`src/rtl/text_pkg.sv`:
```
// Shared constants, ASCII codes and FSM encoding for the text-window buffer controller.
package text_pkg;

  localparam int COLS   = 32;
  localparam int ROWS   = 4;
  localparam int CELLS  = COLS * ROWS;
  localparam int CHAR_W = 7;

  localparam logic [CHAR_W-1:0] SPACE = 7'h20;
  localparam logic [CHAR_W-1:0] BS    = 7'h08;
  localparam logic [CHAR_W-1:0] LF    = 7'h0A;
  localparam logic [CHAR_W-1:0] CR    = 7'h0D;

  typedef enum logic [1:0] {
    ST_CLEAR     = 2'd0,
    ST_IDLE      = 2'd1,
    ST_SCROLL    = 2'd2,
    ST_CLEAR_ROW = 2'd3
  } state_t;

  function automatic logic is_printable(input logic [CHAR_W-1:0] c);
    return (c >= 7'h20) && (c <= 7'h7E);
  endfunction

endpackage

```
`src/rtl/text_buffer_ram.sv`:
```
// Character store: one synchronous write port, two synchronous read-first read ports.
module text_buffer_ram
  import text_pkg::*;
#(
  parameter int DEPTH = CELLS,
  parameter int AW    = $clog2(DEPTH),
  parameter int DW    = CHAR_W
) (
  input  logic          clk,
  input  logic          i_we,
  input  logic [AW-1:0] i_waddr,
  input  logic [DW-1:0] i_wdata,
  input  logic [AW-1:0] i_disp_addr,
  output logic [DW-1:0] o_disp_data,
  input  logic [AW-1:0] i_scroll_addr,
  output logic [DW-1:0] o_scroll_data
);

  // NOTE: the array has no reset; the controller's CLEAR pass initialises it, which keeps it mappable to block RAM.
  logic [DW-1:0] r_mem [DEPTH];

  // NOTE: non-blocking assignments make a same-edge read of the written cell return the old value (read-first).
  always_ff @(posedge clk) begin
    if (i_we) r_mem[i_waddr] <= i_wdata;
    o_disp_data   <= r_mem[i_disp_addr];
    o_scroll_data <= r_mem[i_scroll_addr];
  end

endmodule

```
`src/rtl/text_buffer_ctrl.sv`:
```
// 32x4 text window controller: cursor/backspace/newline/scroll sequencing plus the pixel-to-cell display read.
module text_buffer_ctrl #(
  parameter int COLS = 32,
  parameter int ROWS = 4,
  parameter int X0   = 192,
  parameter int Y0   = 208
) (
  input  logic                    clk,
  input  logic                    reset,
  input  logic                    char_valid,
  input  logic [6:0]              char_data,
  output logic                    char_ready,
  input  logic [9:0]              x,
  input  logic [9:0]              y,
  output logic [6:0]              ascii_code,
  output logic [$clog2(COLS)-1:0] cursor_col,
  output logic [$clog2(ROWS)-1:0] cursor_row,
  output logic                    busy
);

  import text_pkg::state_t;
  import text_pkg::ST_CLEAR;
  import text_pkg::ST_IDLE;
  import text_pkg::ST_SCROLL;
  import text_pkg::ST_CLEAR_ROW;
  import text_pkg::SPACE;
  import text_pkg::BS;
  import text_pkg::LF;
  import text_pkg::CR;
  import text_pkg::is_printable;

  localparam int CW    = $clog2(COLS);
  localparam int RW    = $clog2(ROWS);
  localparam int AW    = CW + RW;
  localparam int CELLS = COLS * ROWS;

  state_t        r_state;
  logic [AW-1:0] r_cnt;
  logic [CW-1:0] r_col;
  logic [RW-1:0] r_row;
  logic          r_char_ready;
  logic          r_busy;
  logic          r_inside;

  logic          w_accept;
  logic          w_printable;
  logic          w_line_end;
  logic          w_last_row;
  logic [AW-1:0] w_cur_addr;
  logic          w_we;
  logic [AW-1:0] w_waddr;
  logic [6:0]    w_wdata;
  logic [AW-1:0] w_scroll_raddr;
  logic [6:0]    w_scroll_rdata;
  logic [CW-1:0] w_disp_col;
  logic [RW-1:0] w_disp_row;
  logic          w_inside;
  logic [6:0]    w_disp_rdata;

  assign w_accept    = char_valid && r_char_ready;
  assign w_printable = is_printable(char_data);
  assign w_line_end  = (char_data == LF) || (char_data == CR) ||
                       (w_printable && (r_col == CW'(COLS - 1)));
  assign w_last_row  = (r_row == RW'(ROWS - 1));
  // COLS is a power of two, so row*COLS+col is a plain concatenation.
  assign w_cur_addr     = {r_row, r_col};
  assign w_scroll_raddr = r_cnt + AW'(COLS);

  // NOTE: every output of this block gets a default first, so no path can infer a latch.
  always_comb begin
    w_we    = 1'b0;
    w_waddr = w_cur_addr;
    w_wdata = SPACE;
    if (!reset) begin
      case (r_state)
        ST_CLEAR: begin
          w_we    = 1'b1;
          w_waddr = r_cnt;
        end
        ST_IDLE: begin
          if (w_accept && w_printable) begin
            w_we    = 1'b1;
            w_wdata = char_data;
          end else if (w_accept && (char_data == BS) && (w_cur_addr != '0)) begin
            w_we    = 1'b1;
            w_waddr = w_cur_addr - AW'(1);
          end
        end
        ST_SCROLL: begin
          // Read of cell cnt+COLS issued last cycle lands in cell cnt-1 now.
          if (r_cnt != '0) begin
            w_we    = 1'b1;
            w_waddr = r_cnt - AW'(1);
            w_wdata = w_scroll_rdata;
          end
        end
        ST_CLEAR_ROW: begin
          w_we    = 1'b1;
          w_waddr = AW'(CELLS - COLS) + r_cnt;
        end
        default: ;
      endcase
    end
  end

  always_ff @(posedge clk) begin
    if (reset) begin
      r_state      <= ST_CLEAR;
      r_cnt        <= '0;
      r_col        <= '0;
      r_row        <= '0;
      r_char_ready <= 1'b0;
      r_busy       <= 1'b1;
    end else begin
      case (r_state)
        ST_CLEAR: begin
          r_cnt <= r_cnt + AW'(1);
          if (r_cnt == AW'(CELLS - 1)) begin
            r_state      <= ST_IDLE;
            r_char_ready <= 1'b1;
            r_busy       <= 1'b0;
          end
        end
        ST_IDLE: begin
          if (w_accept) begin
            if (w_line_end) begin
              r_col <= '0;
              if (w_last_row) begin
                r_state      <= ST_SCROLL;
                r_cnt        <= '0;
                r_char_ready <= 1'b0;
                r_busy       <= 1'b1;
              end else begin
                r_row <= r_row + RW'(1);
              end
            end else if (w_printable) begin
              r_col <= r_col + CW'(1);
            end else if ((char_data == BS) && (w_cur_addr != '0)) begin
              {r_row, r_col} <= w_cur_addr - AW'(1);
            end
          end
        end
        ST_SCROLL: begin
          r_cnt <= r_cnt + AW'(1);
          if (r_cnt == AW'(CELLS - COLS)) begin
            r_state <= ST_CLEAR_ROW;
            r_cnt   <= '0;
          end
        end
        ST_CLEAR_ROW: begin
          r_cnt <= r_cnt + AW'(1);
          if (r_cnt == AW'(COLS - 1)) begin
            r_state      <= ST_IDLE;
            r_char_ready <= 1'b1;
            r_busy       <= 1'b0;
          end
        end
        default: r_state <= ST_CLEAR;
      endcase
    end
  end

  // Low bits of (x/8 - X0/8) and (y/16 - Y0/16); the window test rejects everything else.
  assign w_disp_col = x[CW+2:3] - CW'(X0 / 8);
  assign w_disp_row = y[RW+3:4] - RW'(Y0 / 16);
  assign w_inside   = (x >= 10'(X0)) && (x < 10'(X0 + COLS * 8)) &&
                      (y >= 10'(Y0)) && (y < 10'(Y0 + ROWS * 16));

  always_ff @(posedge clk) begin
    if (reset) r_inside <= 1'b0;
    else       r_inside <= w_inside;
  end

  text_buffer_ram #(
    .DEPTH(CELLS),
    .AW   (AW),
    .DW   (7)
  ) u_ram (
    .clk          (clk),
    .i_we         (w_we),
    .i_waddr      (w_waddr),
    .i_wdata      (w_wdata),
    .i_disp_addr  ({w_disp_row, w_disp_col}),
    .o_disp_data  (w_disp_rdata),
    .i_scroll_addr(w_scroll_raddr),
    .o_scroll_data(w_scroll_rdata)
  );

  assign ascii_code = r_inside ? w_disp_rdata : SPACE;
  assign char_ready = r_char_ready;
  assign busy       = r_busy;
  assign cursor_col = r_col;
  assign cursor_row = r_row;

endmodule

```
`config.mk`:
```
export PLATFORM = sky130hd
export DESIGN_NAME = text_buffer_ctrl
export DESIGN_NICKNAME = d
export VERILOG_FILES = /design/src/rtl/text_pkg.sv /design/src/rtl/text_buffer_ram.sv /design/src/rtl/text_buffer_ctrl.sv
export SDC_FILE = /design/constraint.sdc
export NUM_CORES = 1
export LEC_CHECK = 0
export BUFFER_PORTS_ARGS = -buffer_cell sky130_fd_sc_hd__buf_2
export CAP_MARGIN = 20
export CORE_MARGIN = 4
export CORE_UTILIZATION = 25
export CTS_BUF_LIST = sky130_fd_sc_hd__clkbuf_4 sky130_fd_sc_hd__clkbuf_8
export CTS_CLUSTER_DIAMETER = 100
export CTS_CLUSTER_SIZE = 20
export DETAILED_ROUTE_END_ITERATION = 7
export GPL_TIMING_DRIVEN = 0
export MAX_ROUTING_LAYER = met4
export PLACE_DENSITY = 0.45
export SYNTH_ARGS = -nofsm -noshare
export SYNTH_HDL_FRONTEND = slang
export SYNTH_SLANG_ARGS = --single-unit
```
`constraint.sdc`:
```
create_clock -name clk -period 13.1 [get_ports clk]
set_input_delay 1.31 -clock clk [delete_from_list [all_inputs] [get_ports clk]]
set_output_delay 1.31 -clock clk [all_outputs]
set_load 0.05 [all_outputs]
```
* Word-level counts from Yosys, hierarchy flattened
Memory sizes are Yosys's and may differ from the RTL's. A register that Yosys moved wholly into a read port is not among the register bits. Cells that the tools add are included.
Word-level totals: memory bits (writable) 896, output and inout port bits 16, flip-flop bits (word level) 19, ROM bits 0, memories kept 1, bits in latches 0
Memories:
- u_ram.r_mem | depth 128, width 7, rd ports 2, clocked after memory_dff 2, wr ports 1, line text_buffer_ram.sv:20 | logic [DW-1:0] r_mem [DEPTH];
Cells by class: multiplexer cells 48, eq/ne operators 19, order comparisons 6, bitwise operators 0, $mul 0, add/sub/neg operators 9, div/mod/pow operators 0, shifts and indexed selects 0, reduce and logical (&&, ||, !) cells 24
Operator list (count):
- $mux 7 | 12
- $pmux 7 s4 | 1
- $eq 7x4->1 const B | 3
- $pmux 7 s3 | 1
- $ge 10x8->1 const B | 2
- $lt 10x9->1 const B | 2
- $mux 2 | 10
- $mux 1 | 16
- $mux 5 | 3
- $eq 7x7->1 const B | 2
- $ne 2x2->1 const B | 7
- $pmux 7 s2 | 1
- $reduce_bool 7->1 | 2
- $sub 7x1->7 const B | 2
- $reduce_and 6->1 | 2
- $logic_and 1x1->1 | 10
- $pmux 1 s3 | 3
- $pmux 2 s4 | 1
- $add 7x1->7 const B | 1
- $add 7x6->7 const B | 1
- $add 7x7->7 const A | 1
- $eq 7x5->1 const B | 1
- $ge 7x6->1 const B | 1
- $le 7x7->1 const B | 1
- 15 further kinds | 20

* Logic depth before layout (Yosys ltp)
Gate-level depths: netlist (run 1).
depth in word-level cells 9, mapped depth 17, depth with buffers taken out 9

* Cells and area by module
A second synthesis (run 1) with hierarchy kept.
Second synthesis, totals: cell total of the unflattened synthesis 2132, area, all modules 44147.3 um2
Modules (own cells, without submodules):
- text_buffer_ram | seq. area each 27186.1 um2, instances 1, cells each 1827, area an instance 41934.0 um2
- text_buffer_ctrl | seq. area each 380.4 um2, instances 1, cells each 305, area an instance 2213.4 um2

* Worst setup path after synthesis (run 1)
Ideal clock, no wire load.
kind flip-flop to flip-flop, start point reg r_cnt[0], end point mem u_ram.r_mem[0][0], data pin, clock period less this slack 6.226 ns, buffers on the path 5, setup time 0.796 ns, data arrival time 5.430 ns, cell stages (with the launch flop) 13, setup slack 6.874 ns, data required time 12.304 ns, cell sequence dfxtp_1 buf_2 buf_2 buf_4 buf_4 buf_4 inv_1 ha_1 or4b_4 nor2_4 nor2_2 a22oi_1 nor2_1
On the way: longest elaborated chain between the ends 4
RTL lines:
- start: declaration | line text_buffer_ctrl.sv:38 | logic [AW-1:0] r_cnt;
- start signal: assignment | line text_buffer_ctrl.sv:117 | r_cnt <= r_cnt + AW'(1);
- start signal: assignment | line text_buffer_ctrl.sv:144 | r_cnt <= r_cnt + AW'(1);
- start signal: assignment | line text_buffer_ctrl.sv:151 | r_cnt <= r_cnt + AW'(1);
- $reduce_bool 7->1 | line text_buffer_ctrl.sv:91 | if (r_cnt != '0) begin
- $mux 7 | line text_buffer_ctrl.sv:91
- $pmux 7 s2 | line text_buffer_ctrl.sv:75 | case (r_state)
- $mux 7 | line text_buffer_ctrl.sv:74 | if (!reset) begin
- via u_ram.i_wdata[0] | line text_buffer_ram.sv:12 | input logic [DW-1:0] i_wdata,
- end: declaration | line text_buffer_ram.sv:20
The timed path passes the listed nets, and every way through them passes these cells.

* Final worst setup path (run 1)
start point reg r_cnt[0], end point mem u_ram.r_mem[58][2], enable pin
On the way: longest elaborated chain between the ends 6
RTL lines:
- branches (longest 6 deep; another with $sub 7x1->7)
Several ways; the timed one is not identified.

==> results of run 1 <==
[where the power goes]
group	internal (mW)	total, mW	switching [mW]	leakage, nW
registers	3.26	3.28	0.0182	10.1
logic	0.590	2.19	1.60	6.12
clock network	0.476	1.49	1.02	0.550
[routing by layer]
layer	global-route usage, %	part of all wire, %	routed length, um
met5	-	0	0
met4	8.60	4.7	9670
met3	5.12	9.8	20000
met2	32.7	45	91200
met1	29.4	41	83800
[cell families after synthesis]
| logic type | Yosys count | share of synthesized area [%] |
|---|---|---|
| adders and majority gates | 16 | 0.444 |
| and+or+nand+nor | 409 | 4.94 |
| AOI/OAI and AO/OA | 324 | 5.22 |
| buffers and inverters | 219 | 2.23 |
| xor gates and xnor gates | 12 | 0.233 |
| muxes | 631 | 25.8 |
| DFF | 929 | 61.1 |
[layout make-up]
cell class,count,area (sq um),area share (%)
clock inverters,6,85.1,0.168
well taps,2355,2950,5.83
clock buffers,79,950,1.88
plain buffers,201,961,1.90
diodes,6,15.0,0.0297
flip-flops and latches,929,27600,54.5
inverters,18,67.6,0.134
multi-input cells,1392,16700,33.0
repair buffers,115,1270,2.51
[layout by cell type, fill, tap and decap left out, drive strengths merged, types with 5 or more instances in the layout]
cell,instances
or2,8
mux4,426
dfxtp,33
a21oi,47
clkinv,5
nand4,22
edfxtp,896
nor2,134
or4,6
or3,5
a221oi,9
ha,16
and3,9
buf,233
o211ai,31
a22o,7
a31oi,12
a22oi,99
and2,11
nor2b,18
o21ai,47
clkbuf,162
nor4,11
mux2i,200
nand2b,13
o22ai,17
inv,19
diode,6
a2111oi,6
mux2,5
nand2,68
nor3,63
xnor2,9
nor3b,5
nand3,22
a311oi,5
[worst max-delay path, delay by kind of cell, from the launching register on]
family,cells,cell delay [ns]
and+or+nand+nor,3,1.94
DFF,1,0.45
AOI/OAI and AO/OA,4,1.14
adders and majority gates,1,0.30
buffers and inverters,7,2.87
[per-stage QoR]
stage | hold WS (ns) | setup slack [ns] | area [sq um] | cells | power [mW]
3_5_place_dp | 0.559 | 6.24 | 49400 | 5002 | 5.47
3_3_place_gp | 0.551 | -0.0368 | 48300 | 4933 | 5.44
5_1_grt | 0.637 | 5.89 | 50500 | 5098 | 7.07
4_1_cts | 0.585 | 6.22 | 50400 | 5087 | 6.91
6_report | 0.581 | 5.99 | 50500 | 5101 | 6.96
2_1_floorplan | 0.518 | 6.87 | 45100 | 2540 | 4.34
[worst paths after layout]
check,startpoint,to,slack [ns],cells past startpoint
worst min-delay path,char_ready,char_ready,0.58,2
worst min register to register,char_ready,char_ready,0.58,2
worst max register to register,r_cnt[0],u_ram.r_mem[58][2],5.99,15
worst max-delay path,r_cnt[0],u_ram.r_mem[58][2],5.99,15
[flip-flops by register name, summed over array words and instances, names as in the netlist]
register	cells
u_ram.r_mem	896
r_cnt	7
u_ram.o_disp_data	7
u_ram.o_scroll_data	7
cursor_col	5
cursor_row	2
r_state	2
busy	1
char_ready	1
r_inside	1
==> reports/metrics.csv, run 1 <==
metric;value;unit
critPathCaptureType;flip-flop;
synthToLayoutAreaGrowth;12.0;%
synth_nets;2586;
ys_async_sr_fraction;0;%
worstPathMaxFanout;10;
period_needed;7.11;ns
core-area;179000;sq um
synth_commonest_cells;edfxtp_1, mux4_2, mux2i_1;
synth_top_area_share;59.6;%
numCtsBuffers;55;
die_area;187000;sq um
synth_edf_count;896;
crit_arrival;7.58;ns
grt_pass1_wl;269000;um
post_cts_resized;0;
root_buffer;clkbuf_8;
ant_nets;0;
hold_buffers;0;
slew_viol_final;0;
slowest_delay;0.97;ns
powerDensity;138;nW/um^2
grt_max_degree;66;
std_cell_rows;155;
nFillCells;17800;
synth_area_leaders;edfxtp_1, mux4_2, mux2i_1;
cts_tree;yes;
routabilityCongestion;0.967;
min_path_type;flip-flop to flip-flop;
ys_seq_elements;929;
path_clk_slew;0.13;ns
dp_hpwl;149000;um
status;complete, no violations;
peakVddDrop;0.0998;mV
synth.distinct_cells;92;
fin_nets;2758;
final_util;28.2;%
wl_per_cell;40.1;um
grt-ovfl-total;0;
io_pins;46;
synth_top_cell_by_area;edfxtp_1;
vias;29100;
crit_slowest_cell;nor2_1;
finalClockSkew;0.0698;ns
leakagePower;16.8;nW
grt_setup_unrepaired;false;
port_buffers;38;
yosys_warnings;0;
die_w;433;um
fmax;0.141;GHz
syn_area;45100;sq um
slew_headroom;12.6;%
grt_usage;22.1;%
yosysMostFrequentCell;edfxtp_1;
cp-start-kind;flip-flop;
maxCapViolCount;0;
clockBufferDepth;3;
synth_seq_area_share;61.1;%
crit_type;flip-flop to flip-flop;
ys.flop_type;edfxtp_1;
finalHoldViolCount;0;
routed_via_density;5.70;
htreeDepth;2;
finalWirelength;205000;um
layout_worst_path_cycle_share;54.3;%
drtIter0Drc;4410;
cp.required;13.56;ns
worst_pin_slew;1.31;ns
fp.dieH;433;um
syn_inst;2540;
antenna_found_initial;9;
clock_sinks;929;
post-cts-setup-buffer-count;0;
post-route-drc-count;0;
critical_path.cell_chain;buf_2, buf_2, buf_4, buf_4, buf_4, inv_1, ha_1, or4b_4, o21ai_1, a311oi_1, o211ai_1, a211o_1, buf_2, nand3b_1, nor2_1;
drive_gt1_share;29.6;%
dr.pass1.iters;5;
first_global_vias;27800;
tns;0;ns
clk-insertion-delay-late;0.85;ns
synth.avg_cell_area;17.8;sq um
finalSetupViolCount;0;
start_util;25.2;%
No activity file was read; power rests on OpenSTA's default activity.
==> run 2, diff against run 1 <==
--- a/config.mk
+++ b/config.mk
@@ -15,7 +15,7 @@
 export DETAILED_ROUTE_END_ITERATION = 7
 export GPL_TIMING_DRIVEN = 0
 export MAX_ROUTING_LAYER = met4
-export PLACE_DENSITY = 0.45
+export PLACE_DENSITY = 0.47
 export SYNTH_ARGS = -nofsm -noshare
 export SYNTH_HDL_FRONTEND = slang
 export SYNTH_SLANG_ARGS = --single-unit
==> constraint.sdc (replaced) <==
create_clock -name clk -period 6 [get_ports clk]
set_input_delay 0.6 -clock clk [delete_from_list [all_inputs] [get_ports clk]]
set_output_delay 0.6 -clock clk [all_outputs]
set_load 0.05 [all_outputs]
==> run 2 against run 1 <==
  * The flow now finishes with violations (setup timing)
  * Sequential share of layout area shrank 0.65 points
  * Fmax grew 18%
  * Clock skew shrank 0.030 ns
  * Via count shrank 0.39%
  * Routed wire length shrank 2.6%
  * Global-route usage shrank 0.61 points
  * Sequential power grew 120%
  * Non-clock buffer count grew 16
  * Count of clock-buffer cells in the layout shrank 4
  * Core utilization grew 0.34 points
  * First-iteration DRC count shrank 5.4%
  * Largest cell class unchanged
==> reports/metrics.csv, run 2 (synthesis gave the netlist of run 1 again) <==
metric;value;unit;change
start_util;25.2;%;unchanged
grt_max_degree;73;;+11%
hold_start;reset;;
die_area;187000;sq um;unchanged
drive_gt1_share;32.5;%;+2.9 points
layout_common_cells;edfxtp_1, mux4_2, mux2i_1;;
cp-start-kind;flip-flop;;
crit_type;flip-flop to flip-flop;;
numCtsBuffers;55;;unchanged
r2r_start;r_cnt[0];;
cp.required;6.53;ns;-7.03 ns
first_global_vias;27900;;+0.21%
layout_worst_path_cycle_share;100;%;+46 points
clockBufferDepth;3;;unchanged
vias;29000;;-0.39%
timing.final.ws_setup;-0.0264;ns;-6.01 ns
top_register;u_ram.r_mem;;
failed_checks;setup timing;;
die_w;433;um;unchanged
regArea;27600;sq um;unchanged
leakagePower;17.1;nW;+1.5%
slew_viol_final;0;;unchanged
core-area;179000;sq um;unchanged
cp-startpoint;r_cnt[0];;
maxCapViolCount;0;;unchanged
critPathCaptureType;flip-flop;;
routabilityCongestion;0.978;;+1.1%
grt_setup_unrepaired;true;;
wl_per_cell;38.9;um;-3.0%
std_cell_rows;155;;unchanged
fp.dieH;433;um;unchanged
synthToLayoutAreaGrowth;13.4;%;
root_buffer;clkbuf_8;;
fin_nets;2774;;+0.58%
finalClockSkew;0.0401;ns;-0.0297 ns
htreeDepth;2;;unchanged
min_path_type;input pin to flip-flop;;
pre_cts_slack;-0.876;ns;-7.11 ns
io_pins;46;;unchanged
drtIter0Drc;4172;;-5.4%
port_buffers;38;;unchanged
period_needed;6.03;ns;-1.09 ns
powerDensity;297;nW/um^2;+120%
grt-ovfl-total;0;;unchanged
dr.pass1.iters;6;;+1
nFillCells;17700;;-0.32%
clk-insertion-delay-late;0.84;ns;about the same
peakVddDrop;0.246;mV;+150%
final_util;28.6;%;+0.34 points
cts_tree;yes;;
post-route-drc-count;0;;unchanged
crit_arrival;6.56;ns;-1.02 ns
routed_via_density;5.66;;-0.78%
finalWirelength;199000;um;-2.6%
finalHoldViolCount;0;;unchanged
multi_input_area;17100;sq um;+2.4%
path_clk_slew;0.12;ns;about the same
slew_headroom;14.7;%;+2.1 points
largest_reg_flops;896;;unchanged
worstPathMaxFanout;10;;unchanged
fmax;0.166;GHz;+18%
grt_usage;21.5;%;-0.61 points
clock_sinks;929;;unchanged
final_common_cell;edfxtp_1;;
status;complete, but fails checks;;
finalSetupViolCount;8;;+8
ant_nets;0;;unchanged
dp_hpwl;146000;um;-2.0%
antenna_found_initial;14;;+5
grt_pass1_wl;263000;um;-2.4%
worst_pin_slew;1.28;ns;-0.0320 ns
run 2: final timing paths:
kind                            depth (start not counted)  slack, ns                  to
worst min register to register                          2       0.51                busy
worst min-delay path                                    3       0.31                busy
worst max register to register                         16      -0.03  u_ram.r_mem[18][6]
worst max-delay path                                   16      -0.03  u_ram.r_mem[18][6]
run 2: power by group:
part | switching [mW] | internal [mW]
Clock | 2.19 | 1.10
Combinational | 3.45 | 1.31
Sequential | 0.0411 | 7.12
run 2: final cells by class:
type	count	share of cell area [%]
antenna	8	0.0391
clock inverter	12	0.279
clock buffer	75	1.80
multi-input combinational	1392	33.4
timing repair buffer	131	2.81
buffer	201	1.91
tap	2355	5.76
sequential	929	53.9
inverter	18	0.132
run 2: timing repair:
| action | CTS | global route |
|---|---|---|
| pin swaps | 3 | 4 |
| hold buffers | 3 | 0 |
| resized for setup | 94 | 23 |
| endpoints found under the hold margin | 1 | 0 |
| endpoints found under the setup margin | 889 | 498 |
| setup buffers | 8 | 4 |
run 2: worst max-delay path: stages, from the launching register on:
cell and delay (ns):
dfxtp_1 0.49, buf_2 0.28, buf_6 0.31, buf_6 0.33, buf_6 0.35, buf_4 0.38, inv_1 0.23, ha_1 0.31
or4b_4 0.28, o21ai_1 0.14, a311oi_1 0.40, o211ai_1 0.24, a211o_1 0.33, buf_2 0.26, buf_2 0.35, nor3_1 0.63
buf_2 0.31
run 2: stage by stage:
| stage | setup TNS [ns] | total power [mW] | hold slack, ns | cells | cell area (sq um) |
|---|---|---|---|---|---|
| final | -0.121 | 15.2 | 0.314 | 5121 | 51200 |
| after global routing | -2.42 | 15.5 | 0.292 | 5120 | 51200 |
| after CTS | 0 | 15.1 | 0.246 | 5105 | 50900 |
| after detailed placement | -410.76 | 11.8 | 0.487 | 5007 | 49400 |
| after global placement | -3210.76 | 11.8 | 0.483 | 4933 | 48300 |
| after floorplan | 0 | 9.47 | 0.518 | 2540 | 45100 |
run 2: layer usage:
| metal | track usage [%] | vias up | wire, um |
|---|---|---|---|
| li1 | - | 11100 | - |
| met3 | 5.15 | 306 | 20100 |
| met2 | 31.8 | 1816 | 89100 |
| met4 | 8.57 | 0 | 9670 |
| met1 | 28.4 | 15800 | 80600 |
| met5 | - | - | 0 |
